==> src/rtl/cam_emu_tx_if.sv <==
// Camera parallel interface pad bundle: pixel clock, frame/line syncs and pixel byte.
// The emulator drives it through the master modport; a receiver model uses slave.
interface cam_emu_tx_if;
  logic       cam_pclk_o;
  logic       cam_vsync_o;
  logic       cam_hsync_o;
  logic [7:0] cam_data_o;

  modport master (output cam_pclk_o, output cam_vsync_o, output cam_hsync_o, output cam_data_o);
  modport slave  (input  cam_pclk_o, input  cam_vsync_o, input  cam_hsync_o, input  cam_data_o);
endinterface

==> src/rtl/cam_emu_tx.sv <==
// 8-bit CPI image-sensor emulator: free-running pclk, vsync/href framing and
// selectable test patterns, with frame-done pulse and frame counter.
module cam_emu_tx #(
    parameter int unsigned H_ACTIVE = 320,
    parameter int unsigned H_BLANK  = 16,
    parameter int unsigned V_ACTIVE = 240,
    parameter int unsigned V_BLANK  = 4,
    parameter int unsigned VS_LEN   = 8,
    parameter int unsigned PCLK_DIV = 2
) (
    input  logic              clk_i,
    input  logic              rst_ni,
    input  logic              en_i,
    input  logic [1:0]        pattern_i,
    input  logic [7:0]        const_i,
    cam_emu_tx_if.master      cpi_o,
    output logic              busy_o,
    output logic              frame_done_o,
    output logic [15:0]       frame_cnt_o
);

    localparam int unsigned H_TOTAL = H_ACTIVE + H_BLANK;
    localparam int unsigned COL_MAX = (H_TOTAL > VS_LEN) ? H_TOTAL : VS_LEN;
    localparam int unsigned ROW_MAX = (V_ACTIVE > V_BLANK) ? V_ACTIVE : V_BLANK;
    localparam int unsigned COL_W   = (COL_MAX > 1) ? $clog2(COL_MAX) : 1;
    localparam int unsigned ROW_W   = (ROW_MAX > 1) ? $clog2(ROW_MAX) : 1;
    localparam int unsigned DIV_W   = (PCLK_DIV > 1) ? $clog2(PCLK_DIV) : 1;

    localparam logic [COL_W-1:0] H_LAST   = COL_W'(H_TOTAL - 1);
    localparam logic [COL_W-1:0] H_ACT    = COL_W'(H_ACTIVE);
    localparam logic [COL_W-1:0] VS_LAST  = COL_W'(VS_LEN - 1);
    localparam logic [ROW_W-1:0] VA_LAST  = ROW_W'(V_ACTIVE - 1);
    localparam logic [ROW_W-1:0] VB_LAST  = ROW_W'((V_BLANK > 0) ? V_BLANK - 1 : 0);
    localparam logic [DIV_W-1:0] DIV_LAST = DIV_W'(PCLK_DIV - 1);

    typedef enum logic [1:0] {IDLE, VSYNC, VBLANK, LINE} state_e;

    state_e            state_q, state_d;
    logic [DIV_W-1:0]  div_q, div_d;
    logic              pclk_q, pclk_d;
    logic [COL_W-1:0]  col_q, col_d;
    logic [ROW_W-1:0]  row_q, row_d;
    logic [7:0]        bcnt_q, bcnt_d;
    logic [1:0]        pat_q, pat_d;
    logic [7:0]        const_q, const_d;
    logic [15:0]       cnt_q, cnt_d;
    logic              done_q, done_d;
    logic              vsync_q, vsync_d;
    logic              href_q, href_d;
    logic [7:0]        data_q, data_d;
    logic              busy_q, busy_d;
    logic              div_last, step, start;

    always_ff @(posedge clk_i or negedge rst_ni) begin
        if (!rst_ni) begin
            state_q <= IDLE;
            div_q   <= '0;
            pclk_q  <= 1'b0;
            col_q   <= '0;
            row_q   <= '0;
            bcnt_q  <= '0;
            pat_q   <= '0;
            const_q <= '0;
            cnt_q   <= '0;
            done_q  <= 1'b0;
            vsync_q <= 1'b0;
            href_q  <= 1'b0;
            data_q  <= '0;
            busy_q  <= 1'b0;
        end else begin
            state_q <= state_d;
            div_q   <= div_d;
            pclk_q  <= pclk_d;
            col_q   <= col_d;
            row_q   <= row_d;
            bcnt_q  <= bcnt_d;
            pat_q   <= pat_d;
            const_q <= const_d;
            cnt_q   <= cnt_d;
            done_q  <= done_d;
            vsync_q <= vsync_d;
            href_q  <= href_d;
            data_q  <= data_d;
            busy_q  <= busy_d;
        end
    end

    always_comb begin
        div_last = (div_q == DIV_LAST);
        div_d    = div_last ? '0 : div_q + DIV_W'(1);
        pclk_d   = div_last ? ~pclk_q : pclk_q;
        // The falling pclk edge is the only point where framing may move,
        // so outputs are settled a full half-period before the receiver samples.
        step     = div_last & pclk_q;
        start    = 1'b0;
        state_d  = state_q;
        col_d    = col_q;
        row_d    = row_q;
        bcnt_d   = bcnt_q;
        pat_d    = pat_q;
        const_d  = const_q;
        cnt_d    = cnt_q;
        done_d   = 1'b0;
        vsync_d  = vsync_q;
        href_d   = href_q;
        data_d   = data_q;
        busy_d   = busy_q;

        if (step) begin
            unique case (state_q)
                IDLE: start = en_i;
                VSYNC: begin
                    if (col_q == VS_LAST) begin
                        col_d   = '0;
                        row_d   = '0;
                        state_d = (V_BLANK == 0) ? LINE : VBLANK;
                    end else begin
                        col_d = col_q + COL_W'(1);
                    end
                end
                VBLANK: begin
                    if (col_q == H_LAST) begin
                        col_d = '0;
                        if (row_q == VB_LAST) begin
                            row_d   = '0;
                            state_d = LINE;
                        end else begin
                            row_d = row_q + ROW_W'(1);
                        end
                    end else begin
                        col_d = col_q + COL_W'(1);
                    end
                end
                LINE: begin
                    if (col_q == H_LAST) begin
                        col_d = '0;
                        if (row_q == VA_LAST) begin
                            done_d  = 1'b1;
                            cnt_d   = cnt_q + 16'd1;
                            state_d = IDLE;
                            start   = en_i;
                        end else begin
                            row_d = row_q + ROW_W'(1);
                        end
                    end else begin
                        col_d = col_q + COL_W'(1);
                    end
                end
                default: state_d = IDLE;
            endcase

            if (start) begin
                state_d = VSYNC;
                col_d   = '0;
                row_d   = '0;
                bcnt_d  = '0;
                pat_d   = pattern_i;
                const_d = const_i;
            end

            // Pad outputs reflect the state being entered on this step.
            vsync_d = (state_d == VSYNC);
            href_d  = (state_d == LINE) && (col_d < H_ACT);
            busy_d  = (state_d != IDLE);
            data_d  = '0;
            if (href_d) begin
                unique case (pat_q)
                    2'd0: begin
                        data_d = bcnt_q;
                        bcnt_d = bcnt_q + 8'd1;
                    end
                    2'd1: data_d = 8'(col_d);
                    2'd2: data_d = 8'(row_d);
                    default: data_d = const_q;
                endcase
            end
        end
    end

    assign cpi_o.cam_pclk_o  = pclk_q;
    assign cpi_o.cam_vsync_o = vsync_q;
    assign cpi_o.cam_hsync_o = href_q;
    assign cpi_o.cam_data_o  = data_q;
    assign busy_o            = busy_q;
    assign frame_done_o      = done_q;
    assign frame_cnt_o       = cnt_q;

endmodule

==> src/flat_wrapper.sv <==
// flat-port wrapper written by rule: the top's interface ports become plain ports
module cam_emu_tx_flat 
#(
    parameter int unsigned H_ACTIVE = 320,
    parameter int unsigned H_BLANK  = 16,
    parameter int unsigned V_ACTIVE = 240,
    parameter int unsigned V_BLANK  = 4,
    parameter int unsigned VS_LEN   = 8,
    parameter int unsigned PCLK_DIV = 2
)
  (clk_i, rst_ni, en_i, pattern_i, const_i, busy_o, frame_done_o, frame_cnt_o, cpi_o_cam_pclk_o, cpi_o_cam_vsync_o, cpi_o_cam_hsync_o, cpi_o_cam_data_o);
  cam_emu_tx_if cpi_o_i ();
  input  logic clk_i;
  input  logic rst_ni;
  input  logic en_i;
  input  logic [1:0] pattern_i;
  input  logic [7:0] const_i;
  output logic busy_o;
  output logic frame_done_o;
  output logic [15:0] frame_cnt_o;
  output wire logic [$bits(cpi_o_i.cam_pclk_o)-1:0] cpi_o_cam_pclk_o;
  output wire logic [$bits(cpi_o_i.cam_vsync_o)-1:0] cpi_o_cam_vsync_o;
  output wire logic [$bits(cpi_o_i.cam_hsync_o)-1:0] cpi_o_cam_hsync_o;
  output wire logic [$bits(cpi_o_i.cam_data_o)-1:0] cpi_o_cam_data_o;
  assign cpi_o_cam_pclk_o = cpi_o_i.cam_pclk_o;
  assign cpi_o_cam_vsync_o = cpi_o_i.cam_vsync_o;
  assign cpi_o_cam_hsync_o = cpi_o_i.cam_hsync_o;
  assign cpi_o_cam_data_o = cpi_o_i.cam_data_o;
  cam_emu_tx #(.H_ACTIVE(H_ACTIVE), .H_BLANK(H_BLANK), .V_ACTIVE(V_ACTIVE), .V_BLANK(V_BLANK), .VS_LEN(VS_LEN), .PCLK_DIV(PCLK_DIV)) u_core (.clk_i(clk_i), .rst_ni(rst_ni), .en_i(en_i), .pattern_i(pattern_i), .const_i(const_i), .cpi_o(cpi_o_i), .busy_o(busy_o), .frame_done_o(frame_done_o), .frame_cnt_o(frame_cnt_o));
endmodule
==> config.mk <==
export PLATFORM = sky130hd
export DESIGN_NAME = cam_emu_tx_flat
export DESIGN_NICKNAME = d
export VERILOG_FILES = /design/src/rtl/cam_emu_tx_if.sv /design/src/rtl/cam_emu_tx.sv /design/src/flat_wrapper.sv
export SDC_FILE = /design/constraint.sdc
export NUM_CORES = 1
export LEC_CHECK = 0
export ABC_AREA = 0
export CAP_MARGIN = 20
export CORE_MARGIN = 2
export CORE_UTILIZATION = 35
export CTS_CLUSTER_DIAMETER = 80
export DETAILED_ROUTE_END_ITERATION = 8
export PLACE_DENSITY = 0.56
export SYNTH_ARGS = -nofsm -noshare
export SYNTH_HDL_FRONTEND = slang
export SYNTH_SLANG_ARGS = --single-unit
export TNS_END_PERCENT = 1
==> constraint.sdc <==
create_clock -name clk_i -period 3.5 [get_ports clk_i]
set_input_delay 0.7 -clock clk_i [delete_from_list [all_inputs] [get_ports clk_i]]
set_output_delay 0.7 -clock clk_i [all_outputs]
set_load 0.01 [all_outputs]
# Word-level counts from Yosys, hierarchy flattened
# Index checks and enable logic that the tools add are counted.
[classes]
add_sub_neg = 5
order_cmp = 1
eq_ne = 11
muxes = 34
bitwise_logic = 2
n_reduce_logical = 7
[ops]
columns = ["operator", "count"]
rows = [
  ["8-bit 2-to-1 mux", 10],
  ["8-bit case mux with 3 select lines", 2],
  ["9-bit 2-to-1 mux", 4],
  ["9-bit case mux with 2 select lines", 1],
  ["16-bit by 1-bit adder with 16-bit output (second input constant)", 1],
  ["8-bit by 1-bit adder with 8-bit output (second input constant)", 2],
  ["2-bit 2-to-1 mux", 7],
  ["9-bit by 1-bit adder with 9-bit output (second input constant)", 1],
  ["9-bit by 3-bit equality test with 1-bit output (second input constant)", 1],
  ["9-bit equality test (second input constant)", 1],
  ["9-bit less-than comparator (second input constant)", 1],
  ["2-bit equality test (second input constant)", 4],
  ["8-bit by 2-bit equality test with 1-bit output (second input constant)", 1],
  ["8-bit equality test (second input constant)", 1],
  ["1-bit 2-to-1 mux", 8],
  ["2-bit by 1-bit equality test with 1-bit output (second input constant)", 3],
  ["2-bit case mux with 3 select lines", 1],
  ["2-bit zero test", 2],
  ["4-bit AND reduction", 1],
  ["1-bit case mux with 2 select lines", 1],
  ["2-bit AND reduction", 1],
  ["2-bit nonzero test", 1],
  ["2-bit OR reduction", 1],
  ["1-bit adder (second input constant)", 1],
  ["other kinds (3)", 3],
]
[totals]
register_bits = 67
inputBits = 13
out_inout_bits = 29

# Logic depth before layout (Yosys ltp)
[depth]
depth_word = 10
ltp_mapped = 11

# Worst setup path after synthesis
# OpenSTA, ideal clock, no wires.
[synth_timing]
path_type = "reg2reg"
startpoint = "register u_core.state_q[1]"
endpoint = "register u_core.bcnt_q[6]"
t_arrival_ns = 2.457
required_ns = 3.376
setup_slack_ns = 0.919
stages_incl_launch_ff = 12
period_less_slack_ns = 2.581
cell_sequence = "dfrtp_1 > inv_1 > ha_1 > clkbuf_1 > clkbuf_1 > nor2_1 > mux2i_1 > a2bb2oi_1 > a21oi_1 > buf_2 > o211a_1 > a211o_1"
[synth_between]
elab_chain_cells = 8
[synth_lines]
columns = ["item", "line", "rtl"]
rows = [
  ["start, declared", "cam_emu_tx.sv:38", "state_e state_q, state_d;"],
  ["start signal, assigned", "cam_emu_tx.sv:71", "state_q <= state_d;"],
  ["2-bit equality test (tied with other cells)", "cam_emu_tx.sv:110", "unique case (state_q)"],
  ["2-bit OR reduction (no source line) (tied with other cells)", "--", ""],
  ["9-bit case mux with 2 select lines (tied with other cells)", "cam_emu_tx.sv:110", ""],
  ["9-bit 2-to-1 mux / 2-bit 2-to-1 mux (equally long branches)", "cam_emu_tx.sv:152", "if (start) begin"],
  ["9-bit 2-to-1 mux / 2-bit 2-to-1 mux (equally long branches)", "cam_emu_tx.sv:109", "if (step) begin"],
  ["9-bit less-than comparator / 2-bit equality test (equally long branches)", "cam_emu_tx.sv:163", "href_d = (state_d == LINE) && (col_d < H_ACT);"],
  ["1-bit logical AND", "cam_emu_tx.sv:163", ""],
  ["8-bit 2-to-1 mux *", "cam_emu_tx.sv:166", "if (href_d) begin"],
  ["end signal, assigned", "cam_emu_tx.sv:76", "bcnt_q <= bcnt_d;"],
  ["end, declared", "cam_emu_tx.sv:43", "logic [7:0] bcnt_q, bcnt_d;"],
]
# Mark *: on every way between the ends. The rest lies on a longest branch, timed or not. The select of a mux whose other input is x is not followed.
# A chain may end at the register's enable or synchronous reset.

# Worst setup path in the final report
[layout_timing]
startpoint = "register u_core.col_q[0]"
endpoint = "register u_core.bcnt_q[6]"
[layout_between]
elab_chain_cells = 9
[layout_lines]
columns = ["item", "line", "rtl"]
rows = [
  ["start, declared", "cam_emu_tx.sv:41", "logic [COL_W-1:0] col_q, col_d;"],
  ["start signal, assigned", "cam_emu_tx.sv:74", "col_q <= col_d;"],
  ["parallel branches: the longest is 8 deep, another holds 9-bit by 1-bit adder with 9-bit output", "--", ""],
  ["8-bit 2-to-1 mux *", "cam_emu_tx.sv:166", ""],
]
# Every way passes the cells marked *. The select of a mux whose other input is x is not followed.

==> metrics.yaml <==
power.density_nw_per_um2: 358
mostFrequentLayoutCells: "nand2_1, dfrtp_1, clkdlybuf4s50_1"
muxShareOfSynthArea_pct: 3.42
synth_top_family_by_area: "simple AND/OR/NAND/NOR gates"
synthAdderAreaFrac_pct: 2.77
drive_gt1_share_pct: 10.8
dpl.hpwl_um: 7840
rows: 39
syn_inst: 442
area_growth_pct: 20.1
synth_nets: 464
hold_buffers: 0
crit_start: "u_core.col_q[0]"
final_nets: 500
yosysWarnings: 0
grt_start_max_net_pins: 35
die_area_sq_um: 12500
synth-compound-area-share_pct: 20.7
final_hold_viol_count: 0
ir_worst_vdd_uv: 173
min_period_ns: 3.05
ctsResizeCount: 0
chipWidth_um: 112
cts_num_sinks: 67
seq_area_frac_synth_pct: 41.2
cts_setup_buffers: 0
reg2reg_depth: 8
skew_ns: 0.00614
pin_count: 42
first_iter_violations: 213
worst_pin_slew_ns: 0.579
vias_per_cell: 5.60
gp_congestion: 0.933
avgRoutedWirePerCell_um: 17.2
arrival_ns: 3.26
status: "finished, final reports clean"
slew_viol_final: 0
antenna_cells: 0
yosys.area_share.simple_pct: 23.6
cts_root_buf: "clkbuf_16"
relSlewSlack_pct: 61.4
cpPeakStageDelay_ns: 0.62
setup_ws_ns: 0.453
overflow: 0
p_leak_nw: 2.09
cp_max_fo: 9
grt_pass1_wl_um: 18100
crit_type: "reg2reg"
synthArstFlopShare_pct: 100
finalSetupViolCount: 0
rsz0062_at_grt: "false"
end_kind: "flop"
cts.path.max_buffers: 2
syn-mean-instance-area_sq_um: 9.20
ant_nets: 0
mappedNetlistArea_sq_um: 4070
synth_ff_type: "dfrtp_1"
fmax_mhz: 328
die_h_um: 112
r2r_setup_slack_ns: 0.45
dp_slack_ns: 0.491
timing.critical_path.from_type: "flop"
grt_use_total_pct: 18.0
total_power_mw: 1.75
antenna_found_initial: 0
hold_class: "in2async"
start_util_pct: 35.8
synth.distinct_cells: 69
synth_xor_area_share_pct: 3.88
worstPathCellList: "ha_1 > and4bb_2 > a211oi_1 > a211oi_1 > o221ai_1 > or3b_1 > o211a_1 > a211o_1"
synth_edf_count: 0
drc_errors: 0
drtPass1Iterations: 5
coreArea_sq_um: 11400
worstSkewPairLatency_ns: 0.33
final.setup.tns_ns: 0
dr_total_vias: 3506
finalCritPeriodShare_pct: 87.1
slowest_stage: "or3b_1"
drv_cap: 0
first_global_vias: 3459
routed_wl_um: 10800
reg2reg_from: "u_core.col_q[0]"
cts_tree: "built"
clk_transition_reported_paths_ns: 0.06
ys_ff_latch: 67
cts_max_level: 3
crit_path_frequent_cell: "a211oi_1"
critPathRequiredTime_ns: 3.71
io_buffers: 41
numCtsBuffers: 9
==> metal layers <==
metal / global-route usage [%] / vias to the layer above / part of all wire [%]
met2: 27.1 / 130 / 45
met1: 26.3 / 1664 / 48
met4: 7.08 / 0 / 1.9
met5: 0 / - / 0
li1: - / 1693 / -
met3: 2.23 / 19 / 5.1
==> worst max-delay path: cells and delay by family (launching register included) <==
family	cells	cell delay [ns]
flip-flops	1	0.42
AO/OA/AOI/OAI	5	1.21
adder cells (fa/ha/maj)	1	0.36
AND/OR/NAND/NOR	2	0.95
==> path summary, 6_finish.rpt <==
kind | endpoint
worst min-delay path | u_core.col_q[0]
max in group asynchronous | u_core.cpi_o.cam_data_o[2]
worst min register to register | u_core.frame_cnt_o[15]
worst max-delay path | u_core.bcnt_q[6]
worst max register to register | u_core.bcnt_q[6]
min in group clk_i | u_core.frame_cnt_o[15]
==> stage by stage <==
step           util [%]  std cells  hold slack (ns)  instance area [sq um]
6_report           43.0        626            0.311                   4880
3_5_place_dp       40.4        610            0.462                   4590
4_1_cts            43.0        626            0.331                   4880
5_1_grt            43.0        626            0.353                   4880
2_1_floorplan         -        442            0.404                   4070
3_3_place_gp       40.4        610            0.465                   4590
==> where the power goes <==
| part | switching, mW | total [mW] | internal [mW] |
|---|---|---|---|
| combinational | 0.0337 | 0.0586 | 0.0249 |
| clock | 0.336 | 0.903 | 0.567 |
| sequential | 0.00736 | 0.788 | 0.781 |
| total | 0.377 | 1.75 | 1.37 |
==> flip-flops by register name, summed over array words and instances (netlist names), 2 cells and up <==
| register | cells |
|---|---|
| u_core.cpi_o.cam_data_o | 8 |
| u_core.bcnt_q | 8 |
| u_core.pat_q | 2 |
| u_core.row_q | 8 |
| u_core.state_q | 2 |
| u_core.col_q | 9 |
| u_core.const_q | 8 |
| u_core.frame_cnt_o | 16 |
==> final cells by class <==
type	count	area (sq um)
fillers	1111	6490
multi-input cells	337	2210
flip-flops and latches	67	1680
repair buffers	50	473
clock buffers	11	243
well taps	143	179
clock inverters	5	52.6
inverters	13	48.8
==> logic make-up after synthesis <==
logic type | after synthesis
buffers and inverters | 38
DFF | 67
muxes | 13
and+or+nand+nor | 177
AOI/OAI and AO/OA | 120
adders and majority gates | 9
xor gates and xnor gates | 18
==> cells in the mapped netlist, types with 3 or more instances <==
master | count | area [sq um]
a211o_1 | 7 | 61.3
a211oi_1 | 6 | 45.0
a21o_1 | 3 | 22.5
a21oi_1 | 10 | 50.1
a221oi_1 | 3 | 26.3
a22o_1 | 7 | 61.3
a22oi_1 | 9 | 67.6
a31oi_1 | 7 | 43.8
a32o_1 | 4 | 40.0
and2_1 | 3 | 18.8
and3_1 | 3 | 18.8
buf_2 | 6 | 30.0
buf_6 | 3 | 33.8
clkbuf_1 | 13 | 48.8
dfrtp_1 | 67 | 1680
ha_1 | 9 | 113
inv_1 | 12 | 45.0
mux2_2 | 7 | 78.8
mux2i_1 | 6 | 60.1
nand2_1 | 67 | 251
nand2b_1 | 7 | 43.8
nand3_1 | 15 | 75.1
nor2_1 | 30 | 113
nor3_1 | 11 | 55.1
nor4_1 | 3 | 18.8
o211a_1 | 3 | 30.0
o211ai_1 | 7 | 52.6
o21ai_0 | 27 | 135
o22ai_1 | 3 | 18.8
o31ai_1 | 9 | 67.6
or2_2 | 7 | 43.8
or3_1 | 7 | 43.8
xnor2_1 | 13 | 114
xor2_1 | 5 | 43.8
No activity file was read; power rests on OpenSTA's default activity.
